**src/rtl/piso_serializer_if.sv**
```systemverilog
// -----------------------------------------------------------------------------
// piso_serializer_if
// Bundles the parallel load handshake and the serial output of the
// piso_serializer.
//   load_data   WIDTH  parallel word to serialize (producer -> serializer)
//   load_valid  1      load_data is valid         (producer -> serializer)
//   load_ready  1      serializer accepts a word  (serializer -> producer)
//   sd          1      serial data bit, feeds the downstream delay line
//   sd_valid    1      sd carries a data bit this cycle
//   busy        1      serializer is shifting or in its idle gap
//   frame_done  1      one-cycle pulse after the last bit of a word
// master = word producer / serial consumer, slave = the serializer.
// -----------------------------------------------------------------------------
interface piso_serializer_if #(
  parameter int unsigned WIDTH = 8
);
  logic [WIDTH-1:0] load_data;
  logic             load_valid;
  logic             load_ready;
  logic             sd;
  logic             sd_valid;
  logic             busy;
  logic             frame_done;

  modport master (
    output load_data,
    output load_valid,
    input  load_ready,
    input  sd,
    input  sd_valid,
    input  busy,
    input  frame_done
  );

  modport slave (
    input  load_data,
    input  load_valid,
    output load_ready,
    output sd,
    output sd_valid,
    output busy,
    output frame_done
  );
endinterface : piso_serializer_if

```
**src/rtl/piso_serializer.sv**
```systemverilog
// -----------------------------------------------------------------------------
// piso_serializer
// Parallel-in / serial-out serializer. Accepts a WIDTH-bit word over a
// valid/ready handshake, shifts it out one bit per clock with sd_valid high,
// then holds sd at IDLE_LEVEL for GAP_CYCLES cycles before accepting the next
// word. With GAP_CYCLES == 0 a word offered during the last bit is taken
// without a bubble.
//   clk    rising-edge clock
//   rst_n  asynchronous active-low reset
//   bus    piso_serializer_if.slave (load_data/valid/ready, sd, sd_valid,
//          busy, frame_done)
// Parameters: WIDTH (2..32), LSB_FIRST, GAP_CYCLES (0..15), IDLE_LEVEL.
// -----------------------------------------------------------------------------
module piso_serializer #(
  parameter int unsigned WIDTH      = 8,
  parameter bit          LSB_FIRST  = 1'b0,
  parameter int unsigned GAP_CYCLES = 1,
  parameter bit          IDLE_LEVEL = 1'b0
) (
  input  logic             clk,
  input  logic             rst_n,
  piso_serializer_if.slave bus
);

  localparam int unsigned     CNT_W        = $clog2(WIDTH);
  localparam logic [CNT_W-1:0] LAST_BIT    = CNT_W'(WIDTH - 1);
  localparam logic [3:0]      GAP_LOAD     = (GAP_CYCLES > 0) ? 4'(GAP_CYCLES - 1) : 4'd0;
  localparam bit              BACK_TO_BACK = (GAP_CYCLES == 0);

  typedef enum logic [1:0] {
    ST_IDLE  = 2'd0,
    ST_SHIFT = 2'd1,
    ST_GAP   = 2'd2
  } state_t;

  state_t           state_q,     state_d;
  logic [WIDTH-1:0] sreg_q,      sreg_d;
  logic [CNT_W-1:0] bit_cnt_q,   bit_cnt_d;
  logic [3:0]       gap_cnt_q,   gap_cnt_d;
  logic             frame_done_q, frame_done_d;

  logic             last_bit;
  logic             load_ready;
  logic             accept;
  logic             head;
  logic [WIDTH-1:0] shifted;

  // Head bit is the one currently presented on sd; the register moves
  // toward the head so the next bit is in place after each edge.
  assign head    = LSB_FIRST ? sreg_q[0] : sreg_q[WIDTH-1];
  assign shifted = LSB_FIRST ? {1'b0, sreg_q[WIDTH-1:1]}
                             : {sreg_q[WIDTH-2:0], 1'b0};

  assign last_bit   = (state_q == ST_SHIFT) && (bit_cnt_q == '0);
  // Decoded from registered state only, never from load_valid, so the
  // producer sees no combinational loop through the handshake.
  assign load_ready = (state_q == ST_IDLE) || (BACK_TO_BACK && last_bit);
  assign accept     = bus.load_valid && load_ready;

  // NOTE: every variable written here gets a default first; a path that
  // leaves one unassigned would infer a latch.
  always_comb begin
    state_d      = state_q;
    sreg_d       = sreg_q;
    bit_cnt_d    = bit_cnt_q;
    gap_cnt_d    = gap_cnt_q;
    frame_done_d = 1'b0;

    unique case (state_q)
      ST_IDLE: begin
        if (accept) begin
          sreg_d    = bus.load_data;
          bit_cnt_d = LAST_BIT;
          state_d   = ST_SHIFT;
        end
      end

      ST_SHIFT: begin
        if (bit_cnt_q == '0) begin
          // Final bit is on sd this cycle: pulse frame_done next cycle,
          // even when a back-to-back word is being taken.
          frame_done_d = 1'b1;
          if (accept) begin
            sreg_d    = bus.load_data;
            bit_cnt_d = LAST_BIT;
          end else if (!BACK_TO_BACK) begin
            gap_cnt_d = GAP_LOAD;
            state_d   = ST_GAP;
          end else begin
            state_d   = ST_IDLE;
          end
        end else begin
          sreg_d    = shifted;
          bit_cnt_d = bit_cnt_q - CNT_W'(1);
        end
      end

      ST_GAP: begin
        if (gap_cnt_q == 4'd0) begin
          state_d = ST_IDLE;
        end else begin
          gap_cnt_d = gap_cnt_q - 4'd1;
        end
      end

      default: state_d = ST_IDLE;
    endcase
  end

  // NOTE: sequential state uses non-blocking assignments so every register
  // samples the pre-edge values regardless of statement order.
  always_ff @(posedge clk or negedge rst_n) begin
    if (!rst_n) begin
      state_q      <= ST_IDLE;
      sreg_q       <= '0;
      bit_cnt_q    <= '0;
      gap_cnt_q    <= '0;
      frame_done_q <= 1'b0;
    end else begin
      state_q      <= state_d;
      sreg_q       <= sreg_d;
      bit_cnt_q    <= bit_cnt_d;
      gap_cnt_q    <= gap_cnt_d;
      frame_done_q <= frame_done_d;
    end
  end

  // Outputs decode registered state only, so an asynchronous reset forces
  // them to their idle values in the same cycle.
  assign bus.sd         = (state_q == ST_SHIFT) ? head : IDLE_LEVEL;
  assign bus.sd_valid   = (state_q == ST_SHIFT);
  assign bus.busy       = (state_q != ST_IDLE);
  assign bus.frame_done = frame_done_q;
  assign bus.load_ready = load_ready;

endmodule : piso_serializer

```
**src/flat_wrapper.sv**
```systemverilog
// flat-port wrapper written by rule: the top's interface ports become plain ports
module piso_serializer_flat 
#(
  parameter int unsigned WIDTH      = 8,
  parameter bit          LSB_FIRST  = 1'b0,
  parameter int unsigned GAP_CYCLES = 1,
  parameter bit          IDLE_LEVEL = 1'b0
)
  (clk, rst_n, bus_load_data, bus_load_valid, bus_load_ready, bus_sd, bus_sd_valid, bus_busy, bus_frame_done);
  piso_serializer_if #(.WIDTH(WIDTH)) bus_i ();
  input  logic clk;
  input  logic rst_n;
  input wire logic [$bits(bus_i.load_data)-1:0] bus_load_data;
  input wire logic [$bits(bus_i.load_valid)-1:0] bus_load_valid;
  output wire logic [$bits(bus_i.load_ready)-1:0] bus_load_ready;
  output wire logic [$bits(bus_i.sd)-1:0] bus_sd;
  output wire logic [$bits(bus_i.sd_valid)-1:0] bus_sd_valid;
  output wire logic [$bits(bus_i.busy)-1:0] bus_busy;
  output wire logic [$bits(bus_i.frame_done)-1:0] bus_frame_done;
  assign bus_i.load_data = bus_load_data;
  assign bus_i.load_valid = bus_load_valid;
  assign bus_load_ready = bus_i.load_ready;
  assign bus_sd = bus_i.sd;
  assign bus_sd_valid = bus_i.sd_valid;
  assign bus_busy = bus_i.busy;
  assign bus_frame_done = bus_i.frame_done;
  piso_serializer #(.WIDTH(WIDTH), .LSB_FIRST(LSB_FIRST), .GAP_CYCLES(GAP_CYCLES), .IDLE_LEVEL(IDLE_LEVEL)) u_core (.clk(clk), .rst_n(rst_n), .bus(bus_i));
endmodule
```
**config.mk**
```make
export PLATFORM = sky130hd
export DESIGN_NAME = piso_serializer_flat
export DESIGN_NICKNAME = d
export VERILOG_FILES = /design/src/rtl/piso_serializer_if.sv /design/src/rtl/piso_serializer.sv /design/src/flat_wrapper.sv
export SDC_FILE = /design/constraint.sdc
export NUM_CORES = 1
export LEC_CHECK = 0
export CORE_UTILIZATION = 45
export DETAILED_ROUTE_END_ITERATION = 16
export PLACE_DENSITY = 0.75
export SLEW_MARGIN = 25
export SYNTH_ARGS = -nofsm -noshare
export SYNTH_HDL_FRONTEND = slang
export SYNTH_SLANG_ARGS = --single-unit
export TNS_END_PERCENT = 1
```
**constraint.sdc**
```tcl
create_clock -name clk -period 1.66 [get_ports clk]
set_input_delay 0.166 -clock clk [delete_from_list [all_inputs] [get_ports clk]]
set_output_delay 0.166 -clock clk [all_outputs]
set_load 0.005 [all_outputs]
```
; ---- Word level (Yosys, flattened, before mapping)
; Index checks and enable logic that the tools add are counted.
; W data, S select, Z words.
[word_totals]
ff_bits = 18
in_bits = 11
output_inout_bits = 5
[classes]
n_addsub = 2
n_eq_ne = 7
n_mux = 18
reduce_logical = 9
[ops]
columns = cell, n
row1 = $mux W8, 2
row2 = $pmux W8 S2, 1
row3 = $mux W4, 3
row4 = $mux W2, 4
row5 = $pmux W4 S2, 1
row6 = $reduce_and A4 Y1, 2
row7 = $mux W3, 2
row8 = $ne A2 B2 Y1 const B, 3
row9 = $pmux W2 S3, 1
row10 = $pmux W3 S2, 1
row11 = $reduce_bool A2 Y1, 3
row12 = $logic_not A4 Y1, 1
row13 = $ne A2 B1 Y1 const B, 2
row14 = $sub A4 B1 Y4 const B, 1
row15 = $logic_not A3 Y1, 1
row16 = $mux W1, 3
row17 = $sub A3 B1 Y3 const B, 1
row18 = $eq A2 B1 Y1 const B, 1
row19 = $eq A2 B2 Y1 const B, 1
row20 = $logic_not A2 Y1, 1
row21 = $logic_and A1 B1 Y1, 1

; ---- Depth between registers and ports, before layout
; Gate-level depths: netlist of run 1.
[logic_depth]
ltp_word = 5
ltp_mapped = 6
mapped_depth_nobuf = 5

; ---- Worst setup path before layout of run 1
; OpenSTA, ideal clock, no wires.
[synth_timing]
kind = register to register
from = register u_core.bit_cnt_q[0]
to = register u_core.bit_cnt_q[0]
setup_time_ns = 0.125
arrival_ns = 1.257
path_slack_ns = 0.278
path_stages_with_launch = 7
n_path_buf = 1
period_less_slack_ns = 1.382
path_cell_list = dfrtp_1 -> inv_1 -> ha_1 -> nand2b_1 -> a21o_1 -> buf_6 -> mux2_2
[synth_via]
elab_chain_len = 3
elab_cells_between_ends = 5
[synth_lines]
columns = element, line
row1 = start: declaration, piso_serializer.sv:38  ; logic [CNT_W-1:0] bit_cnt_q, bit_cnt_d;
row2 = start signal: assignment, piso_serializer.sv:122  ; bit_cnt_q <= bit_cnt_d;
row3 = $sub A3 B1 Y3 (tied with other cells), piso_serializer.sv:94  ; bit_cnt_d = bit_cnt_q - CNT_W'(1);
row4 = $mux W3, piso_serializer.sv:79  ; if (bit_cnt_q == '0) begin
row5 = $pmux W3 S2 *, piso_serializer.sv:69  ; unique case (state_q)
; Mark *: on every way between the ends. The rest lies on a longest branch, timed or not.
; A chain may end at the register's enable or synchronous reset.

; ---- Final worst setup path of run 1
[layout_timing]
from = register u_core.state_q[0]
to = output bus_load_ready
[layout_via]
elab_chain_len = 1
[layout_lines]
columns = element, line
row1 = start: declaration, piso_serializer.sv:36  ; state_t state_q, state_d;
row2 = start signal: assignment, piso_serializer.sv:120  ; state_q <= state_d;
row3 = $logic_not A2 Y1, piso_serializer.sv:57  ; assign load_ready = (state_q == ST_IDLE) || (BACK_TO_BACK && last_bit);
row4 = end: declaration, flat_wrapper.sv:15  ; output wire logic [$bits(bus_i.load_ready)-1:0] bus_load_ready;
; Every way passes these cells.

==> impl_results.md, run 1 <==
- Run status: finished clean
- Vias per cell: 5.11
- Pins Over Slew Limit: 0
- Compound-gate portion of the synthesized area: 14.1%
- Combined area of all synthesized cells: 870 µm²
- R2R Setup Slk: 0.14 ns
- Synthesis-stage register bit count: 18
- Via count of the first global-routing pass: 598
- Source-to-sink clock delay at the later pin of the worst-skew pair: 0.29 ns
- Post-synthesis share of cell area spent on full adders, half adders and majority gates: 4.32%
- Die Y-Extent: 46.0 µm
- Congestion Overflow GR: 0
- GR Util All Layers: 17.1%
- Maximum clock rate: 0.624 GHz
- Final estimated routing congestion in global placement: 0.733
- Simple-Gate Fraction of Synth Area: 20.7%
- Maximum buffer depth of the clock tree: 2
- Vias: 629
- Type of the worst setup path: register to primary output
- Worst ir drop on vdd: 0.968 mV
- Crit path launch: u_core.state_q[0]
- Mean Syn Cell Area: 11.6 µm²
- Startpoint of the most critical register-to-register path: u_core.state_q[1]
- Part of the cycle the worst path needs: 96.5%
- Transition time at the pin with the least slew margin: 0.352 ns
- Leakage power: 0.501 nW
- Commonest cells after routing, fill and taps aside: 17 x dfrtp_1, 14 x clkdlybuf4s50_1, 7 x inv_1
- Critical path fanouts, max: 6
- Library cells used by synthesis: 28
- Std cell rows: 15
- Inserted Clock Buffers: 3
- Die width: 46.0 µm
- Hpwl dp: 1.08 mm
- Post-Route WL: 1.50 mm
- Total negative slack: 0 ns
- Number of levels in the clock H-tree: 1
- Capture point of the worst path: bus_load_ready
- Number of buffers added on ports: 15
- Combinational family with the most area after synthesis: simple AND/OR/NAND/NOR gates
- Area added between synthesis and finish: 28.2%
- Filler cells: 152
- Number of max-cap violations: 0
- Proportion of layout cells with a drive suffix above 1: 18.4%
- Overall die area: 2110 µm²
- Drt first pass iters: 4
- Root Driver: clkbuf_4
- Clock input transition at the sequential cells of the worst setup and hold paths: 0.10 ns
- Post-synthesis share of cell area spent on xor and xnor gates: 0%
- Pre-CTS setup slack: 0.146 ns
- Effective utilization at floorplan: 49.3%
- Final number of setup-violating endpoints: 0
- Portion of netlist area occupied by mux cells: 4.75%
- Utilization of the core after routing: 63.2%
- Depth of the most critical reg-to-reg path: 5
- Final cell count without fillers: 123
- Number of nets still failing antenna checks after routing: 0
- Startpoint kind of the worst setup timing path: register
- Number of nets produced by synthesis: 89
- Wire length of the first global-routing pass: 2.53 mm
- Final-report hold violation count: 0
- Nets: 114
- RSZ-0062 raised after global routing: false
- Final Worst Setup Slack: 0.0575 ns
- CTS tree: built
- Clock Skew: 0.00473 ns
- Count of yosys warnings during synthesis: 0
- Post-CTS Hold Buffers: 0
- Required time reported for the critical path endpoint: 1.49 ns
- Io pins: 16
- CTS sink cnt: 18
- Initial DRC count: 4
- Placed Cells incl. Taps: 117
- Routed length per placed instance: 12.2 µm
- Hold Slack: 0.190 ns
- Remaining max-slew budget at the tightest pin: 76.5%
- Number of antenna violations at the first check in global routing: 0
- Most frequent standard cell in the layout excluding fill and tap cells: dfrtp_1
- Data arrival time at the worst-slack endpoint: 1.44 ns
- Tmin final: 1.60 ns
- Core footprint: 1760 µm²
- Syn Inst Count: 75
- DR DRC count: 0
- Maximum number of pins on one net before global-route repair: 19
- Portion of the post-synthesis area used by sequential elements: 51.8%
- P per Cell Area: 1490 nW/µm²
- Number of inserted diodes: 0
- Crit. End Element: primary output
- Class of the worst hold path: input pin to async pin
- Worst reg2reg path endpoint: u_core.sreg_q[3]
==> per-layer routing <==
| metal | wire, µm | vias up | GRT usage, % |
|---|---|---|---|
| li1 | - | 312 | - |
| met1 | 765 | 304 | 25.3 |
| met2 | 655 | 11 | 23.9 |
| met3 | 62 | 2 | 2.38 |
| met4 | 12 | 0 | 8.82 |
| met5 | 0 | - | 0 |
==> area by class of cell <==
class	count	area (µm²)	share of cell area, %
clock buffer	3	22.5	2.02
sequential	18	452	40.5
multi-input combinational	49	389	34.9
inverter	7	26.3	2.36
tap	25	31.3	2.81
timing repair buffer	21	194	17.4
==> power by group <==
part | switching, mW | total (mW) | internal, mW | leakage (nW)
Sequential | 0.0887 | 0.685 | 0.596 | 0.220
Clock | 0.127 | 0.211 | 0.0843 | 0.0138
Combinational | 0.320 | 0.769 | 0.449 | 0.267
Total | 0.536 | 1.66 | 1.13 | 0.501
==> logic make-up (layout without fill, tap and decap cells) <==
group,count (synthesis),in the layout
fa+ha+maj,3,3
compound gates,14,14
mux,4,4
simple gates,28,28
buf+inv,8,31
flops,18,18
==> state kept, by name, indices dropped and copies added, names as in the netlist <==
name,count
u_core.state_q,2
u_core.gap_cnt_q,4
u_core.bus.frame_done,1
u_core.bit_cnt_q,3
u_core.sreg_q,8
==> worst max-delay path, stage by stage (launching register included) <==
cell and delay (ns):
dfrtp_1 0.39, buf_4 0.16, nor2_2 0.10, clkdlybuf4s50_1 0.50
==> repair_timing <==
item | in CTS | in global routing
setup endpoints to repair | 2 | 2
gates resized for setup | 3 | 1
setup buffers | 3 | 0
gates cloned | 0 | 0
==> worst min-delay path by stage <==
| stage | start | slack (ns) | endpoint | depth (start not counted) |
|---|---|---|---|---|
| CTS | rst_n | 0.19 | u_core.sreg_q[3] | 2 |
| detailed placement | u_core.bit_cnt_q[1] | 0.49 | u_core.bit_cnt_q[1] | 1 |
| floorplan | rst_n | -0.13 | u_core.bit_cnt_q[0] | 0 |
| global route | rst_n | 0.21 | u_core.bit_cnt_q[1] | 2 |
| global placement | u_core.bit_cnt_q[1] | 0.48 | u_core.bit_cnt_q[1] | 1 |
| finish | rst_n | 0.19 | u_core.sreg_q[4] | 2 |
==> Yosys cell counts <==
master	count	area, µm²
nor3_1	1	5.00
buf_6	1	11.3
or4_1	1	7.51
nand3_1	1	5.00
o221a_2	3	33.8
ha_1	3	37.5
or2_2	1	6.26
o21ai_0	2	10.0
mux2_2	1	11.3
nor2b_1	1	6.26
nor2b_2	1	8.76
or3_1	1	6.26
dfrtp_1	18	450
inv_1	7	26.3
nand4bb_1	1	11.3
o21a_1	1	7.51
nand3b_1	2	15.0
or2b_1	6	45.0
a21o_1	1	7.51
a211o_1	1	8.76
nor2_1	3	11.3
nand2b_1	3	18.8
and2_1	1	6.26
a21oi_1	2	10.0
o221a_1	4	45.0
nor3b_2	1	12.5
mux2i_1	3	30.0
nand2_1	4	15.0
==> per-stage QoR <==
step | instance area (µm²) | power (mW)
6_report | 1110 | 1.66
5_1_grt | 1110 | 1.77
4_1_cts | 1110 | 1.68
3_5_place_dp | 1060 | 1.42
3_3_place_gp | 1060 | 1.41
2_1_floorplan | 870 | 1.18
No activity file was read; power rests on OpenSTA's default activity.
==> inputs of run 2 (changes only) <==
--- a/config.mk
+++ b/config.mk
@@ -7,7 +7,7 @@
 export LEC_CHECK = 0
 export CORE_UTILIZATION = 45
 export DETAILED_ROUTE_END_ITERATION = 16
-export PLACE_DENSITY = 0.75
+export PLACE_DENSITY = 0.69
 export SLEW_MARGIN = 25
 export SYNTH_ARGS = -nofsm -noshare
 export SYNTH_HDL_FRONTEND = slang
==> impl_results.md, run 2 (same netlist as run 1, synthesis figures left out) <==
- Most frequent standard cell in the layout excluding fill and tap cells: dfrtp_1
- Clk network pwr share: 12.7% (about the same)
- Congestion Overflow GR: 0 (unchanged)
- Cell type of the slowest stage on the worst timing path: clkdlybuf4s50_1
- Number of levels in the clock H-tree: 1 (unchanged)
- DR DRC count: 0 (unchanged)
- Initial DRC count: 5 (+1)
- Buffers and inverters on the worst path: 2 (unchanged)
- Commonest cells after routing, fill and taps aside: 16 x dfrtp_1, 12 x clkdlybuf4s50_1, 7 x inv_1, 7 x buf_4, 6 x or2b_1
- Amount of wire on met2 after detailed routing: 716 µm (+9.3%)
- Part of the cycle the worst path needs: 98.1% (+1.5 points)
- Area added between synthesis and finish: 29.8%
- Net Switching: 531 µW (-0.84%)
- Final Worst Setup Slack: 0.0321 ns (-0.0253 ns)
- Number of buffers added on ports: 15 (unchanged)
- Maximum buffer depth of the clock tree: 2 (unchanged)
- Number of nets still failing antenna checks after routing: 0 (unchanged)
- Registers with the highest flip-flop counts: u_core.sreg_q x8, u_core.gap_cnt_q x4, u_core.bit_cnt_q x3
- Via count of the first global-routing pass: 582 (-2.7%)
- Final-report hold violation count: 0 (unchanged)
- Core footprint: 1760 µm² (unchanged)
- Data arrival time at the worst-slack endpoint: 1.46 ns (+0.02 ns)
- Remaining max-slew budget at the tightest pin: 75.5% (-0.98 points)
- Maximum clock rate: 0.614 GHz (-1.6%)
- Startpoint kind of the worst setup timing path: register
- Total negative slack: 0 ns (unchanged)
- Hpwl dp: 1.08 mm (about the same)
- Class of the worst hold path: input pin to async pin
- Die Y-Extent: 46.0 µm (unchanged)
- Drt first pass iters: 4 (unchanged)
- Pins Over Slew Limit: 0 (unchanged)
- Worst ir drop on vdd: 0.888 mV (-8.3%)
- Overall die area: 2110 µm² (unchanged)
- Proportion of layout cells with a drive suffix above 1: 19.2% (+0.82 points)
- Kind of cell with the highest combined delay on the critical path: buffers and inverters
- CTS tree: built
- Detailed-routing wirelength on met1: 783 µm (+2.4%)
- GR Util All Layers: 17.3% (+0.18 points)
- CTS sink cnt: 18 (unchanged)
- Leakage power: 0.514 nW (+2.7%)
- Nets: 115 (+0.88%)
- Vias: 628 (-0.16%)
- Maximum number of pins on one net before global-route repair: 19 (unchanged)
- Run status: finished clean
- Internal power of the cells: 1.13 mW (-0.27%)
- Met3 routed WL: 46 µm (-26%)
- Type of the worst setup path: register to primary output
- Summed area of non-filler cells in the final layout: 1130 µm² (+1.2%)
- Delay of the slowest critical-path stage: 0.51 ns (about the same)
- Number of inserted diodes: 0 (unchanged)
- Critical path fanouts, max: 3 (-3)
- Std cell rows: 15 (unchanged)
- Crit. End Element: primary output
- Vias per cell: 5.06 (-0.96%)
- Tmin final: 1.63 ns (+0.0253 ns)
- Transition time at the pin with the least slew margin: 0.367 ns (+0.0147 ns)
- Root Driver: clkbuf_4
- Sw Ratio: 32.1% (-0.12 points)
- Number of max-cap violations: 0 (unchanged)
- Required time reported for the critical path endpoint: 1.49 ns (about the same)
- Max FFs per register: 8 (unchanged)
- Combinational fraction of design power: 46.3% (about the same)
- Post-Route WL: 1.56 mm (+4.3%)
- Wire length of the first global-routing pass: 2.56 mm (+1.1%)
- Register with the most flip-flops: u_core.sreg_q
- Clock input transition at the sequential cells of the worst setup and hold paths: 0.10 ns (about the same)
- P per Cell Area: 1470 nW/µm² (-1.7%)
- Post-CTS Hold Buffers: 0 (unchanged)
- Clock Skew: 0.00267 ns (-0.00206 ns)
- Source-to-sink clock delay at the later pin of the worst-skew pair: 0.28 ns (about the same)
- Io pins: 16 (unchanged)
- Number of antenna violations at the first check in global routing: 0 (unchanged)
- Post-DP Area: 1060 µm² (unchanged)
- Final number of setup-violating endpoints: 0 (unchanged)
- Final estimated routing congestion in global placement: 0.749 (+2.2%)
- Inserted Clock Buffers: 3 (unchanged)
- Sequential share of power: 41.1% (about the same)
- Highest Signal Layer: met4
- Sum of internal, switching and leakage power: 1.66 mW (-0.45%)
- Die width: 46.0 µm (unchanged)
- Effective utilization at floorplan: 49.3% (unchanged)
- Pre-CTS setup slack: 0.166 ns (+0.0201 ns)
- Routed length per placed instance: 12.6 µm (+3.4%)
- Cell Chain, Critical Path: buf_4 -> nor2b_4 -> clkdlybuf4s50_1
## run 2: per-layer routing
metal | vias up | global-route usage (%)
li1 | 313 | -
met1 | 303 | 25.6
met2 | 10 | 25.1
met3 | 2 | 3.57
met4 | 0 | 5.29
met5 | - | 0
## run 2: worst paths after layout
path | startpoint | slack (ns) | endpoint | cells after the start
worst max-delay path | u_core.state_q[1] | 0.03 | bus_sd_valid | 3
worst min-delay path | rst_n | 0.20 | u_core.sreg_q[7] | 2
worst max register to register | u_core.state_q[1] | 0.11 | u_core.sreg_q[4] | 6
worst min register to register | u_core.bit_cnt_q[1] | 0.50 | u_core.bit_cnt_q[1] | 1
max in group asynchronous | rst_n | 1.25 | u_core.state_q[0] | 2
min in group clk | bus_load_data[0] | 0.45 | u_core.sreg_q[0] | 3
## run 2: worst reg2reg max path, delay by kind of cell (launching register included)
kind | cells | cell delay (ns)
AND/OR/NAND/NOR | 2 | 0.45
flip-flops | 1 | 0.41
buffers and inverters | 3 | 0.47
AO/OA/AOI/OAI | 1 | 0.12
## run 2: power by group through the flow
stage	Sequential (mW)	Combinational, mW	Clock (mW)
floorplan	0.675	0.505	0
finish	0.681	0.767	0.210
global route	0.700	0.859	0.232
detailed placement	0.706	0.725	0
CTS	0.683	0.762	0.217
global placement	0.704	0.708	0
## run 2: repair_timing
action,4_1_cts,5_1_grt
pin swaps,0,0
gates cloned,0,0
setup buffers,3,1
gates resized for setup,5,2
endpoints found under the setup margin,2,8
## run 2: cell type report
type | instances | area (µm²)
clock buffer | 3 | 22.5
fill | 164 | 636
inverter | 7 | 26.3
multi-input combinational | 49 | 393
sequential | 18 | 453
tap | 25 | 31.3
timing repair buffer | 22 | 203
## run 2: through the flow
| stage | cells | utilization, % | hold WS (ns) |
|---|---|---|---|
| after floorplan | 75 | - | -0.130 |
| after global placement | 117 | 60.2 | 0.476 |
| after detailed placement | 117 | 60.2 | 0.483 |
| after CTS | 123 | 63.0 | 0.202 |
| after global routing | 124 | 64.0 | 0.228 |
| final | 124 | 64.0 | 0.196 |
